File: src/rtl/regfile_pkg.sv
// regfile_pkg: shared constants and types for the register-file write-back path.
//   DW / AW / NREG : register word width, register address width, register count.
//   wb_req_t       : one write-back request (valid, destination, data), used by
//                    the execute and memory stages and by the write-back arbiter.
//   port_id_t      : identifies a write-back producer port.
package regfile_pkg;

  localparam int DW   = 16;
  localparam int AW   = 3;
  localparam int NREG = 1 << AW;

  typedef struct packed {
    logic          valid;
    logic [AW-1:0] rd;
    logic [DW-1:0] data;
  } wb_req_t;

  typedef enum logic {
    PORT_ALU = 1'b0,
    PORT_MEM = 1'b1
  } port_id_t;

endpackage

File: src/rtl/rr_arb2.sv
// rr_arb2: two-way round-robin arbiter.
//   clk, rst_n : clock and synchronous active-low reset.
//   req[1:0]   : request per port (bit 0 = ALU, bit 1 = load unit).
//   gnt[1:0]   : one-hot grant, combinational from req and the last-grant register.
// The last-grant register only moves on a grant. Under contention the port that
// did not win last time is chosen, so its reset value (ALU) hands the first
// contention to the load unit.
module rr_arb2
  import regfile_pkg::*;
(
  input  logic       clk,
  input  logic       rst_n,
  input  logic [1:0] req,
  output logic [1:0] gnt
);

  port_id_t last_reg;
  port_id_t last_next;
  port_id_t win;

  always_comb begin
    win       = PORT_ALU;
    gnt       = 2'b00;
    last_next = last_reg;
    unique case (req)
      2'b01:   win = PORT_ALU;
      2'b10:   win = PORT_MEM;
      2'b11:   win = (last_reg == PORT_ALU) ? PORT_MEM : PORT_ALU;
      default: win = PORT_ALU;
    endcase
    if (req != 2'b00) begin
      gnt       = (win == PORT_MEM) ? 2'b10 : 2'b01;
      last_next = win;
    end
  end

  always_ff @(posedge clk) begin
    if (!rst_n) begin
      last_reg <= PORT_ALU;
    end else begin
      last_reg <= last_next;
    end
  end

endmodule

File: src/rtl/regfile_wb_arbiter.sv
// regfile_wb_arbiter: shares the register file's single write port between the
// ALU (port 0) and the load unit (port 1) and keeps a per-register busy
// scoreboard for the issue stage.
//   clk, rst_n                      : clock, synchronous active-low reset.
//   wb0_valid/reg/data, wb0_ready   : ALU write-back request and acceptance.
//   wb1_valid/reg/data, wb1_ready   : load-unit write-back request and acceptance.
//   issue_valid/reg, issue_ready    : destination allocation from issue.
//   rf_write_en/rf_wreg/rf_writedata: registered write port to the register file.
//   busy[NREG-1:0]                  : bit i set while register i awaits its write.
module regfile_wb_arbiter #(
  parameter int DW   = regfile_pkg::DW,
  parameter int AW   = regfile_pkg::AW,
  parameter int NREG = regfile_pkg::NREG
) (
  input  logic            clk,
  input  logic            rst_n,
  input  logic            wb0_valid,
  input  logic [AW-1:0]   wb0_reg,
  input  logic [DW-1:0]   wb0_data,
  output logic            wb0_ready,
  input  logic            wb1_valid,
  input  logic [AW-1:0]   wb1_reg,
  input  logic [DW-1:0]   wb1_data,
  output logic            wb1_ready,
  input  logic            issue_valid,
  input  logic [AW-1:0]   issue_reg,
  output logic            issue_ready,
  output logic            rf_write_en,
  output logic [AW-1:0]   rf_wreg,
  output logic [DW-1:0]   rf_writedata,
  output logic [NREG-1:0] busy
);

  regfile_pkg::wb_req_t req0;
  regfile_pkg::wb_req_t req1;
  regfile_pkg::wb_req_t sel;
  logic [1:0]           gnt;

  logic                 rf_write_en_reg;
  logic [AW-1:0]        rf_wreg_reg;
  logic [DW-1:0]        rf_writedata_reg;
  logic [NREG-1:0]      busy_reg;
  logic [NREG-1:0]      busy_next;

  assign req0 = '{valid: wb0_valid, rd: wb0_reg, data: wb0_data};
  assign req1 = '{valid: wb1_valid, rd: wb1_reg, data: wb1_data};

  rr_arb2 u_arb (
    .clk   (clk),
    .rst_n (rst_n),
    .req   ({req1.valid, req0.valid}),
    .gnt   (gnt)
  );

  assign wb0_ready = gnt[0];
  assign wb1_ready = gnt[1];

  // Winning request; an all-zero request (valid=0) when nothing is granted.
  always_comb begin
    sel = '0;
    if (gnt[1]) begin
      sel = req1;
    end else if (gnt[0]) begin
      sel = req0;
    end
  end

  // Output stage: address/data only move on a grant so the port holds its
  // last values between writes.
  always_ff @(posedge clk) begin
    if (!rst_n) begin
      rf_write_en_reg  <= 1'b0;
      rf_wreg_reg      <= '0;
      rf_writedata_reg <= '0;
    end else begin
      rf_write_en_reg <= sel.valid;
      if (sel.valid) begin
        rf_wreg_reg      <= sel.rd;
        rf_writedata_reg <= sel.data;
      end
    end
  end

  // A busy register may be re-allocated in the very cycle its retiring write
  // is on the port, since that write clears the bit on the same edge.
  always_comb begin
    issue_ready = issue_valid &&
                  (!busy_reg[issue_reg] ||
                   (rf_write_en_reg && (rf_wreg_reg == issue_reg)));
  end

  // Per-register scoreboard update: a new allocation beats the retiring
  // write-back on the same register so the new producer stays tracked.
  genvar gi;
  generate
    for (gi = 0; gi < NREG; gi++) begin : g_busy
      assign busy_next[gi] =
        (issue_ready && (issue_reg == AW'(gi)))          ? 1'b1 :
        (rf_write_en_reg && (rf_wreg_reg == AW'(gi)))    ? 1'b0 :
                                                           busy_reg[gi];
    end
  endgenerate

  always_ff @(posedge clk) begin
    if (!rst_n) begin
      busy_reg <= '0;
    end else begin
      busy_reg <= busy_next;
    end
  end

  assign rf_write_en  = rf_write_en_reg;
  assign rf_wreg      = rf_wreg_reg;
  assign rf_writedata = rf_writedata_reg;
  assign busy         = busy_reg;

endmodule

File: config.mk
export PLATFORM = sky130hd
export DESIGN_NAME = regfile_wb_arbiter
export DESIGN_NICKNAME = d
export VERILOG_FILES = /design/src/rtl/regfile_pkg.sv /design/src/rtl/rr_arb2.sv /design/src/rtl/regfile_wb_arbiter.sv
export SDC_FILE = /design/constraint.sdc
export NUM_CORES = 1
export LEC_CHECK = 0
export CORE_MARGIN = 3
export CORE_UTILIZATION = 35
export DETAILED_ROUTE_END_ITERATION = 10
export PLACE_DENSITY = 0.81
export RECOVER_POWER = 25
export SLEW_MARGIN = 10
export SYNTH_ARGS = -nofsm -noshare
export SYNTH_HDL_FRONTEND = slang
export SYNTH_SLANG_ARGS = --single-unit
File: constraint.sdc
create_clock -name clk -period 2.3 [get_ports clk]
set_clock_uncertainty 0.2 [all_clocks]
set_input_delay 0.23 -clock clk [delete_from_list [all_inputs] [get_ports clk]]
set_output_delay 0.23 -clock clk [all_outputs]
set_load 0.1 [all_outputs]
==> results of run 1 <==
[area by class of cell]
cell class / count / area [um^2] / share of cell area [%]
well taps: 48 / 60.1 / 2.56
multi-input cells: 107 / 818 / 34.9
repair buffers: 88 / 769 / 32.8
flip-flops and latches: 29 / 596 / 25.4
inverters: 4 / 15.0 / 0.640
clock buffers: 7 / 86.3 / 3.68
[Yosys cell counts, types with 2 or more instances]
cell      count
dfxtp_1      29
nand2_1      20
mux2i_1      19
o21ai_0      16
o21ai_1       7
o311ai_0      7
nand2b_1      5
buf_2         4
inv_1         4
nand3_1       3
o21a_1        3
o31ai_1       3
a21boi_1      2
buf_6         2
clkbuf_1      2
o41ai_2       2
xor2_1        2
[worst min path at each step]
stage,startpoint,to,slack [ps]
final,rf_writedata[2],rf_writedata[2],250
after global routing,rf_writedata[2],rf_writedata[2],280
after CTS,rf_writedata[2],rf_writedata[2],250
after detailed placement,rf_writedata[6],rf_writedata[6],240
after global placement,rf_writedata[5],rf_writedata[5],230
after floorplan,wb1_valid,u_arb.last_reg,200
[repair_timing]
action | 4_1_cts | 5_1_grt
setup endpoints to repair | 0 | 1
hold buffers | 0 | 0
resized for setup | 0 | 2
[worst min-delay path: stages (launching register included)]
cell	delay [ps]
dfxtp_1	300
nand2_1	50
o21ai_1	50
[logic make-up (layout without fill, tap and decap cells)]
logic type	after synthesis	after routing	synth area share, %
mux	20	20	14.9
buf+inv	13	99	5.01
compound gates	45	45	24.1
simple gates	39	39	14.1
flops	29	29	40.1
xor+xnor	3	3	1.81
[per-layer routing]
| metal | wire, um | vias to the layer above |
|---|---|---|
| met5 | 0 | - |
| met4 | 53 | 0 |
| met3 | 424 | 7 |
| met2 | 1830 | 66 |
| met1 | 1470 | 647 |
| li1 | - | 717 |
[power by group through the flow]
stage	combinational, mW	clock [mW]	sequential, mW
final	0.555	0.404	0.569
after global routing	0.582	0.436	0.574
after CTS	0.570	0.419	0.569
after detailed placement	0.570	0	0.580
after global placement	0.565	0	0.579
after floorplan	0.145	0	0.814
[cells in the final DEF, fill, tap and decap left out, types with 4 or more instances in the layout]
master,count
dfxtp_2,12
nand2b_1,4
inv_1,4
clkdlybuf4s50_1,44
o21ai_0,16
mux2i_1,19
clkbuf_8,6
o311ai_0,7
dfxtp_1,17
nand2_1,20
o21ai_1,7
clkbuf_1,13
buf_4,27
==> results.txt, run 1 <==
----------------------------------------------------
[Drt]
  DRC marker count from the first detailed-route iteration ... 63
  Number of routed nets with antenna violations ... 0
  Total iterations of the first detailed-routing run ... 4
  Via density per instance ... about 5.1
  Via Count ... between 1,000 and 1,500
  DRC violations left ... 0
  Routed wirelength normalized by instance count ... ~13 um
  Total wirelength of the detailed-routed design ... 3780 um

[Layout]
  Fraction of final layout cells with drive strength greater than 1 ... 26.4%
  Layout overhead on the synthesized area ... 61.8%
  Post-route non-filler standard cell count ... roughly 280
  Number of diodes added for antenna fixing ... 0
  Fin nets ... 281
  Largest register FFs ... 16
  Fin util ... 61.3%
  Final std cell area, no fill ... 2340 um^2
  Fill cell instance count of the final layout ... 333

[Timing]
  Final critical-path required period ... 2250 ps
  Final WS setup ... around 55 ps
  Setup repair after global routing missed its margin ... no
  Max Freq ... between 0.4 and 0.5 GHz
  Period utilization ... 97.6%
  # setup viols final ... 0
  Worst slew margin ... 21.5%
  Pin slew with the least headroom to its limit ... 1180 ps
  Setup TNS Final ... 0 ps
  Hold Slack ... 246 ps
  Number of max-slew violations in the final report ... 0
  Endpoints failing hold ... 0

[Critical path]
  Category of the most critical setup path ... input port to primary output
  Worst reg2reg setup slack ... 600 ps
  Critical Path Source ... issue_reg[1]
  Setup crit start kind ... input port
  Series of cell instances along the critical path ... clkdlybuf4s50_1 > buf_6 > nor2b_2 > a2111oi_4 > a311oi_4 > a21boi_4 > buf_12
  Path length in cells of the critical path ... 7
  Depth of the most critical reg-to-reg path ... 5
  Critical Path AT ... 1820 ps
  Reg2reg end ... busy[2]
  Critical path required time ... about 1900 ps
  Capture point of the worst path ... issue_ready
  Nature of the critical path endpoint ... primary output
  Beginning of the worst register-to-register path ... busy[0]
  Cell class contributing the biggest share of worst-path delay ... buffers and inverters
  Crit-path max FO ... 9
  CP peak stage delay ... 520 ps
  Slowest cell on crit path ... clkdlybuf4s50_1
  Worst path buffer plus inverter count ... 3

[Synthesis]
  Most used DFF post-synth ... dfxtp_1
  Sequential cell area fraction in the yosys report ... between 40% and 50%
  Cell count after synthesis ... 149
  Average cell area after synthesis ... approximately 9.7 um^2
  Number of different library cells in the post-synthesis netlist ... 36
  Number of enable flip-flop cells after synthesis ... 0
  Flops & latches, synth ... 29
  Netlist area before placement ... 1450 um^2
  Net count of the mapped netlist ... between 150 and 200
  Post-synth top area share ... between 40% and 50%
  Synth top area cells ... dfxtp_1 40%, mux2i_1 13%, o21ai_0 5.5%, nand2_1 5.2%, o311ai_0 4.2%
  Fraction of registers with async set/reset ... 0%
  Synth area leader ... dfxtp_1
  Number of warnings issued by yosys ... 0

[Global route]
  GRT Residual Overflow ... 0
  GR Layer Usage met2 ... between 20% and 30%
  Overall fraction of global-route tracks in use ... about 15%
  Global-route wire length before repair ... roughly 6000 um
  Busiest grt layer ... met2
  Global-route met3 utilization ... 6.62%
  Pin count of the biggest net entering global routing ... 20
  Via count of the first global-routing pass ... ~1,400
  Met1 capacity usage during global routing ... 17.1%
  Initial antenna violation count ... 0

[Die]
  Initial Util ... 37.9%
  Die W ... 70.3 um
  Area of the placeable core ... approximately 3800 um^2
  Die outline height ... 70.3 um
  Number of placement rows ... 22
  Die ar. ... 4950 um^2
  I/O pin count ... just under 80

[Pwr]
  Cell leakage power ... 0.939 nW
  Sequential Power Share ... approximately 37%
  Combinational Power Share ... 36.3%
  Clock power share ... 26.5%
  Internal Pwr Total ... ~960 uW
  Switching part of the total ... 37.5%
  Net Switching ... 574 uW
  Worst ir drop on vdd ... 0.000384 V
  Design Power ... 1.53 mW
  Power density cells ... 652 nW/um^2

[Hold path]
  Class of the tightest hold or removal check ... flop to flop
  Hold Crit Depth ... 2

[Clock network]
  Deepest level of the CTS H-tree ... 2
  Number of buffers created by CTS ... 5
  Bufs on Longest Clock Path ... 2
  Clock sinks ... 29
  Number of buffers added for setup after CTS ... 0
  Clock insertion delay at the later pin of the skew report ... 270 ps
  Clock tree from TritonCTS ... built
  Root buffer cell ... clkbuf_8
  Clock transition at path regs ... 60 ps

[Run]
  Total of max-cap violations ... 0

[Placed design]
  Weighted congestion at the end of routability-driven global placement ... around 0.90
  Placed cell count ... 276
  Placed inst area ... 2290 um^2
  HPWL after detailed placement ... 3030 um
  Count of port buffers added during placement ... 76
  Setup slack after placement ... 22.0 ps

[Status]
  Result of the run ... finished, final reports clean

----------------------------------------------------
Note: power is estimated with default switching activity, not from simulation.
==> run 2: changes to the inputs <==
CTS_BUF_LIST = sky130_fd_sc_hd__clkbuf_2   (was unset)
clock period = 2.2 ns   (was 2.3 ns; I/O delays follow)
==> run 2 against run 1 <==
  * Hold slack worse by 5.1 ps
  * Setup slack better by 22 ps
  * First-iteration DRC count is 13% higher
  * Critical path type is now flop to primary output
  * Via count is 1.9% lower
  * Flip-flop and latch count stayed put
  * Final cell count is 1.1% higher
  * Largest cell class unchanged
  * Critical endpoint unchanged
  * Register-to-register slack worse by 40 ps
==> results.txt, run 2 (synthesis results as in run 1) <==
----------------------------------------------------
[Status]
  Result of the run ... finished, final reports clean

[Critical path]
  Setup crit start kind ... flop
  Nature of the critical path endpoint ... primary output
  Crit-path max FO ... 4 (-5)
  CP peak stage delay ... 470 ps (-50 ps)
  Series of cell instances along the critical path ... mux4_2 > nand2b_4 > a21boi_4 > buf_12
  Critical path required time ... 1780 ps (-90 ps)
  Cell class contributing the biggest share of worst-path delay ... multiplexers
  Slowest cell on crit path ... mux4_2
  Worst path buffer plus inverter count ... 1 (-2)
  Category of the most critical setup path ... flop to primary output
  Critical Path AT ... 1700 ps (-120 ps)

[Drt]
  Via Count ... 1,410 (-1.9%)
  Number of routed nets with antenna violations ... 0 (unchanged)
  DRC violations left ... 0 (unchanged)
  Total iterations of the first detailed-routing run ... 4 (unchanged)
  Via density per instance ... 4.93 (-2.9%)
  DRC marker count from the first detailed-route iteration ... 71 (+13%)
  Routed wirelength normalized by instance count ... 14.0 um (+4.7%)
  Total wirelength of the detailed-routed design ... 4000 um (+5.8%)

[Clock network]
  Deepest level of the CTS H-tree ... 2 (unchanged)
  Clock tree from TritonCTS ... built
  Number of buffers created by CTS ... 5 (unchanged)
  Clock transition at path regs ... 160 ps (+100 ps)
  Clock sinks ... 29 (unchanged)
  Clock insertion delay at the later pin of the skew report ... 350 ps (+80 ps)
  Bufs on Longest Clock Path ... 2 (unchanged)
  Root buffer cell ... clkbuf_2

[Placed design]
  Placed inst area ... 2300 um^2 (+0.55%)
  Count of port buffers added during placement ... 76 (unchanged)
  HPWL after detailed placement ... 3090 um (+1.9%)
  Weighted congestion at the end of routability-driven global placement ... 0.807 (-10%)
  Placed cell count ... 276 (unchanged)

[Layout]
  Most common cell after layout, fill and taps aside ... clkdlybuf4s50_1
  Final std cell area, no fill ... 2390 um^2 (+2.0%)
  Fill cell instance count of the final layout ... 344 (+3.3%)
  Fin util ... 62.5% (+1.2 points)
  Post-route non-filler standard cell count ... 286 (+1.1%)
  Layout overhead on the synthesized area ... 65.0%
  Leading cell types in the layout, fill and taps excluded ... 41 x clkdlybuf4s50_1, 37 x buf_4, 20 x o21ai_0, 20 x nand2_1, 19 x mux2i_1
  Largest register FFs ... 16 (unchanged)
  Fin nets ... 283 (+0.71%)
  Fraction of final layout cells with drive strength greater than 1 ... 32.4% (+6.0 points)
  Number of diodes added for antenna fixing ... 0 (unchanged)

[Die]
  Die outline height ... 70.3 um (unchanged)
  Die ar. ... 4950 um^2 (unchanged)
  Number of placement rows ... 22 (unchanged)
  Initial Util ... 37.9% (unchanged)
  Area of the placeable core ... 3830 um^2 (unchanged)
  I/O pin count ... 77 (unchanged)
  Die W ... 70.3 um (unchanged)

[Timing]
  Setup repair after global routing missed its margin ... yes
  Pin slew with the least headroom to its limit ... 763 ps (-421 ps)
  Number of max-slew violations in the final report ... 0 (unchanged)
  Endpoints failing hold ... 0 (unchanged)
  Max Freq ... 0.471 GHz
  Final critical-path required period ... 2120 ps
  Period utilization ... between 90% and 100%
  Worst slew margin ... 49.2% (+28 points)
  # setup viols final ... 0 (unchanged)

[Run]
  Total of max-cap violations ... 0 (unchanged)

[Pwr]
  Worst ir drop on vdd ... 0.000335 V (-13%)
  Power density cells ... 654 nW/um^2 (+0.24%)
  Cell leakage power ... 1.00 nW (+6.9%)

[Global route]
  Overall fraction of global-route tracks in use ... 16.6% (+1.7 points)
  GR Layer Usage met2 ... 27.8% (+3.0 points)
  Met1 capacity usage during global routing ... 18.4% (+1.2 points)
  Initial antenna violation count ... 0 (unchanged)
  Busiest grt layer ... met2
  Pin count of the biggest net entering global routing ... 21 (+5.0%)
  Global-route met3 utilization ... 6.91% (+0.29 points)
  Global-route wire length before repair ... 6520 um (+8.3%)
  Via count of the first global-routing pass ... 1,407 (+4.0%)
  GRT Residual Overflow ... 0 (unchanged)

[Hold path]
  Class of the tightest hold or removal check ... input port to flop

----------------------------------------------------
==> run 2: changes by cell type in the layout (fill, tap and decap cells not counted), sizes merged <==
| cell | before | now |
|---|---|---|
| clkinv | 0 | 1 |
| bufinv | 0 | 1 |
| buf | 31 | 41 |
| dlygate4sd2 | 0 | 1 |
| clkbuf | 19 | 10 |
| clkdlybuf4s50 | 44 | 41 |
| dlymetal6s2s | 0 | 2 |
==> run 2: through the flow <==
step	power, mW	worst slack (ps)	TNS (ps)	hold slack (ps)
floorplan	0.999	0.433	0	193
global placement	1.19	-28.6	-28.6	234
detailed placement	1.20	-38.3	-43.2	243
CTS	1.58	6.45	0	244
global route	1.64	-18.9	-18.9	200
finish	1.56	77.0	0	241
==> run 2: worst min-delay path, stage by stage <==
cell and delay [ps]:
dlymetal6s2s_1 270, buf_4 220, o41ai_2 70
==> run 2: timing repair <==
item	in CTS	in global routing
buffers inserted	0	2
setup endpoints to repair	1	1
pin swaps	1	0
gates resized for setup	5	2
hold buffers	0	0
==> run 2: cell type report <==
type,instances,area [um^2],area share (%)
Sequential cell,29,608,25.4
Multi-Input combinational cell,107,822,34.4
Clock buffer,6,30.0,1.26
Inverter,4,15.0,0.628
Clock inverter,2,33.8,1.41
Timing Repair Buffer,90,822,34.4
Tap cell,48,60.1,2.51
==> run 2: path summary, 6_finish.rpt <==
| check | slack [ps] | to | startpoint | depth (start not counted) |
|---|---|---|---|---|
| worst min register to register | 270 | rf_writedata[11] | rf_writedata[11] | 2 |
| worst max-delay path | 80 | issue_ready | busy[7] | 4 |
| worst max register to register | 560 | busy[0] | rf_wreg[1] | 5 |
| worst min-delay path | 240 | busy[2] | issue_reg[0] | 3 |
==> run 2: layer usage <==
| metal | part of all wire (%) | routed length [um] | vias to the layer above |
|---|---|---|---|
| li1 | - | - | 722 |
| met1 | 41 | 1650 | 616 |
| met2 | 48 | 1940 | 67 |
| met3 | 8.9 | 355 | 5 |
| met4 | 1.5 | 59 | 0 |
| met5 | 0 | 0 | - |
==> run 2: power by group <==
group / switching [mW] / total, mW / internal (mW)
clock network: 0.182 / 0.377 / 0.194
registers: 0.0305 / 0.591 / 0.561
logic: 0.396 / 0.595 / 0.199
total: 0.609 / 1.56 / 0.954
==> run 3: changes to the inputs <==
ABC_CLOCK_PERIOD_IN_PS = 2200   (was unset)
PLACE_DENSITY = unset   (was 0.81)
PLACE_DENSITY_LB_ADDON = 0.2   (was unset)
==> run 3 against run 2 <==
  * Sequential share of layout area up 0.39 points
  * Sequential power about the same
  * Routed wire length up 3.2%
  * Non-clock buffer count unchanged
  * Critical endpoint unchanged
  * Highest routed layer unchanged
==> results.txt, run 3 (synthesis results as in run 1) <==
----------------------------------------------------
[Timing]
  Number of max-slew violations in the final report ... 0 (unchanged)
  Pin slew with the least headroom to its limit ... 546 ps (-217 ps)
  # setup viols final ... 0 (unchanged)
  Final WS setup ... 47.0 ps (-30.0 ps)
  Endpoints failing hold ... 0 (unchanged)
  Period utilization ... 97.9% (+1.4 points)
  Setup TNS Final ... 0 ps (unchanged)
  Hold Slack ... 259 ps (+18.3 ps)
  Max Freq ... 0.464 GHz (-1.4%)
  Worst slew margin ... 63.8% (+15 points)
  Setup repair after global routing missed its margin ... no
  Final critical-path required period ... 2150 ps (+30.0 ps)

[Pwr]
  Cell leakage power ... 0.972 nW (-3.3%)
  Design Power ... 1.43 mW (-8.3%)
  Power density cells ... 609 nW/um^2 (-6.8%)
  Worst ir drop on vdd ... 0.000419 V (+25%)

[Layout]
  Fin util ... 61.5% (-0.95 points)
  Largest register FFs ... 16 (unchanged)
  Layout overhead on the synthesized area ... 62.5%
  Most common cell after layout, fill and taps aside ... clkdlybuf4s50_1
  Post-route non-filler standard cell count ... 286 (unchanged)
  Fin nets ... 283 (unchanged)
  Final std cell area, no fill ... 2350 um^2 (-1.5%)
  Fill cell instance count of the final layout ... 328 (-4.7%)
  Leading cell types in the layout, fill and taps excluded ... 42 x clkdlybuf4s50_1, 36 x buf_4, 20 x nand2_1
  Fraction of final layout cells with drive strength greater than 1 ... 31.9% (-0.42 points)
  Number of diodes added for antenna fixing ... 0 (unchanged)

[Placed design]
  Placed inst area ... 2320 um^2 (+0.65%)
  Placed cell count ... 278 (+0.72%)
  HPWL after detailed placement ... 3310 um (+7.2%)
  Setup slack after placement ... -80.9 ps (-42.7 ps)
  Count of port buffers added during placement ... 76 (unchanged)
  Weighted congestion at the end of routability-driven global placement ... 0.822 (+1.8%)

[Clock network]
  Number of buffers created by CTS ... 5 (unchanged)
  CTS Hold Buffers Added ... 0 (unchanged)
  Root buffer cell ... clkbuf_2
  Deepest level of the CTS H-tree ... 2 (unchanged)
  Clock sinks ... 29 (unchanged)
  Clock insertion delay at the later pin of the skew report ... 350 ps (about the same)
  Clock transition at path regs ... 140 ps (-20 ps)
  Number of buffers added for setup after CTS ... 0 (unchanged)
  Clock tree from TritonCTS ... built
  Bufs on Longest Clock Path ... 2 (unchanged)

[Die]
  Number of placement rows ... 22 (unchanged)
  I/O pin count ... 77 (unchanged)
  Area of the placeable core ... 3830 um^2 (unchanged)
  Die ar. ... 4950 um^2 (unchanged)
  Die W ... 70.3 um (unchanged)
  Die outline height ... 70.3 um (unchanged)
  Initial Util ... 37.9% (unchanged)

[Hold path]
  Class of the tightest hold or removal check ... flop to flop

[Drt]
  DRC marker count from the first detailed-route iteration ... 67 (-5.6%)
  Via density per instance ... 5.16 (+4.6%)
  Routed wirelength normalized by instance count ... 14.4 um (+3.2%)
  DRC violations left ... 0 (unchanged)
  Number of routed nets with antenna violations ... 0 (unchanged)
  Total iterations of the first detailed-routing run ... 4 (unchanged)
  Total wirelength of the detailed-routed design ... 4130 um (+3.2%)
  Via Count ... 1,475 (+4.6%)

[Global route]
  Global-route wire length before repair ... 6780 um (+4.0%)
  Pin count of the biggest net entering global routing ... 15 (-29%)
  Initial antenna violation count ... 0 (unchanged)
  Via count of the first global-routing pass ... 1,452 (+3.2%)
  GRT Residual Overflow ... 0 (unchanged)
  Overall fraction of global-route tracks in use ... 16.9% (+0.34 points)

[Critical path]
  Nature of the critical path endpoint ... primary output
  Critical path required time ... 1780 ps (about the same)
  Critical Path AT ... 1730 ps (+30 ps)
  Crit-path max FO ... 4 (unchanged)
  Category of the most critical setup path ... input port to primary output
  Setup crit start kind ... input port

[Status]
  Result of the run ... finished, final reports clean

[Run]
  Total of max-cap violations ... 0 (unchanged)

----------------------------------------------------
run 3: cell type report:
cell class              count  area [um^2]  share of cell area, %
multi-input cells         107          821                   34.9
clock inverters             3         12.5                  0.531
flip-flops and latches     29          608                   25.8
repair buffers             90          813                   34.5
inverters                   4         15.0                  0.638
clock buffers               5         25.0                   1.06
well taps                  48         60.1                   2.55
run 3: final timing paths:
check,depth (start not counted),start,endpoint,slack [ps]
min,2,rf_writedata[13],rf_writedata[13],260
min reg2reg,2,rf_writedata[13],rf_writedata[13],260
max reg2reg,5,rf_wreg[1],busy[2],530
max,6,issue_reg[2],issue_ready,50
run 3: power by group:
part	switching [mW]	internal, mW
sequential	0.0319	0.561
combinational	0.398	0.197
clock	0.177	0.0694
total	0.606	0.828
run 3: metal layers:
layer	GRT usage, %	vias up	wire length, um
met5	0	-	0
met4	6.38	0	78
met3	6.91	9	385
met2	29.1	74	2110
met1	18.5	673	1560
li1	-	719	-
run 3: worst max-delay path: stages:
cell and delay [ps]:
clkdlybuf4s50_1 530, nand2b_2 270, a211oi_4 260, a311oi_4 70
a21boi_4 200, buf_12 190
run 3: what timing repair did:
action | 4_1_cts | 5_1_grt
gates cloned | 0 | 0
pin swaps | 2 | 0
hold endpoints to repair | 0 | 0
setup endpoints to repair | 1 | 1
gates resized for setup | 6 | 1
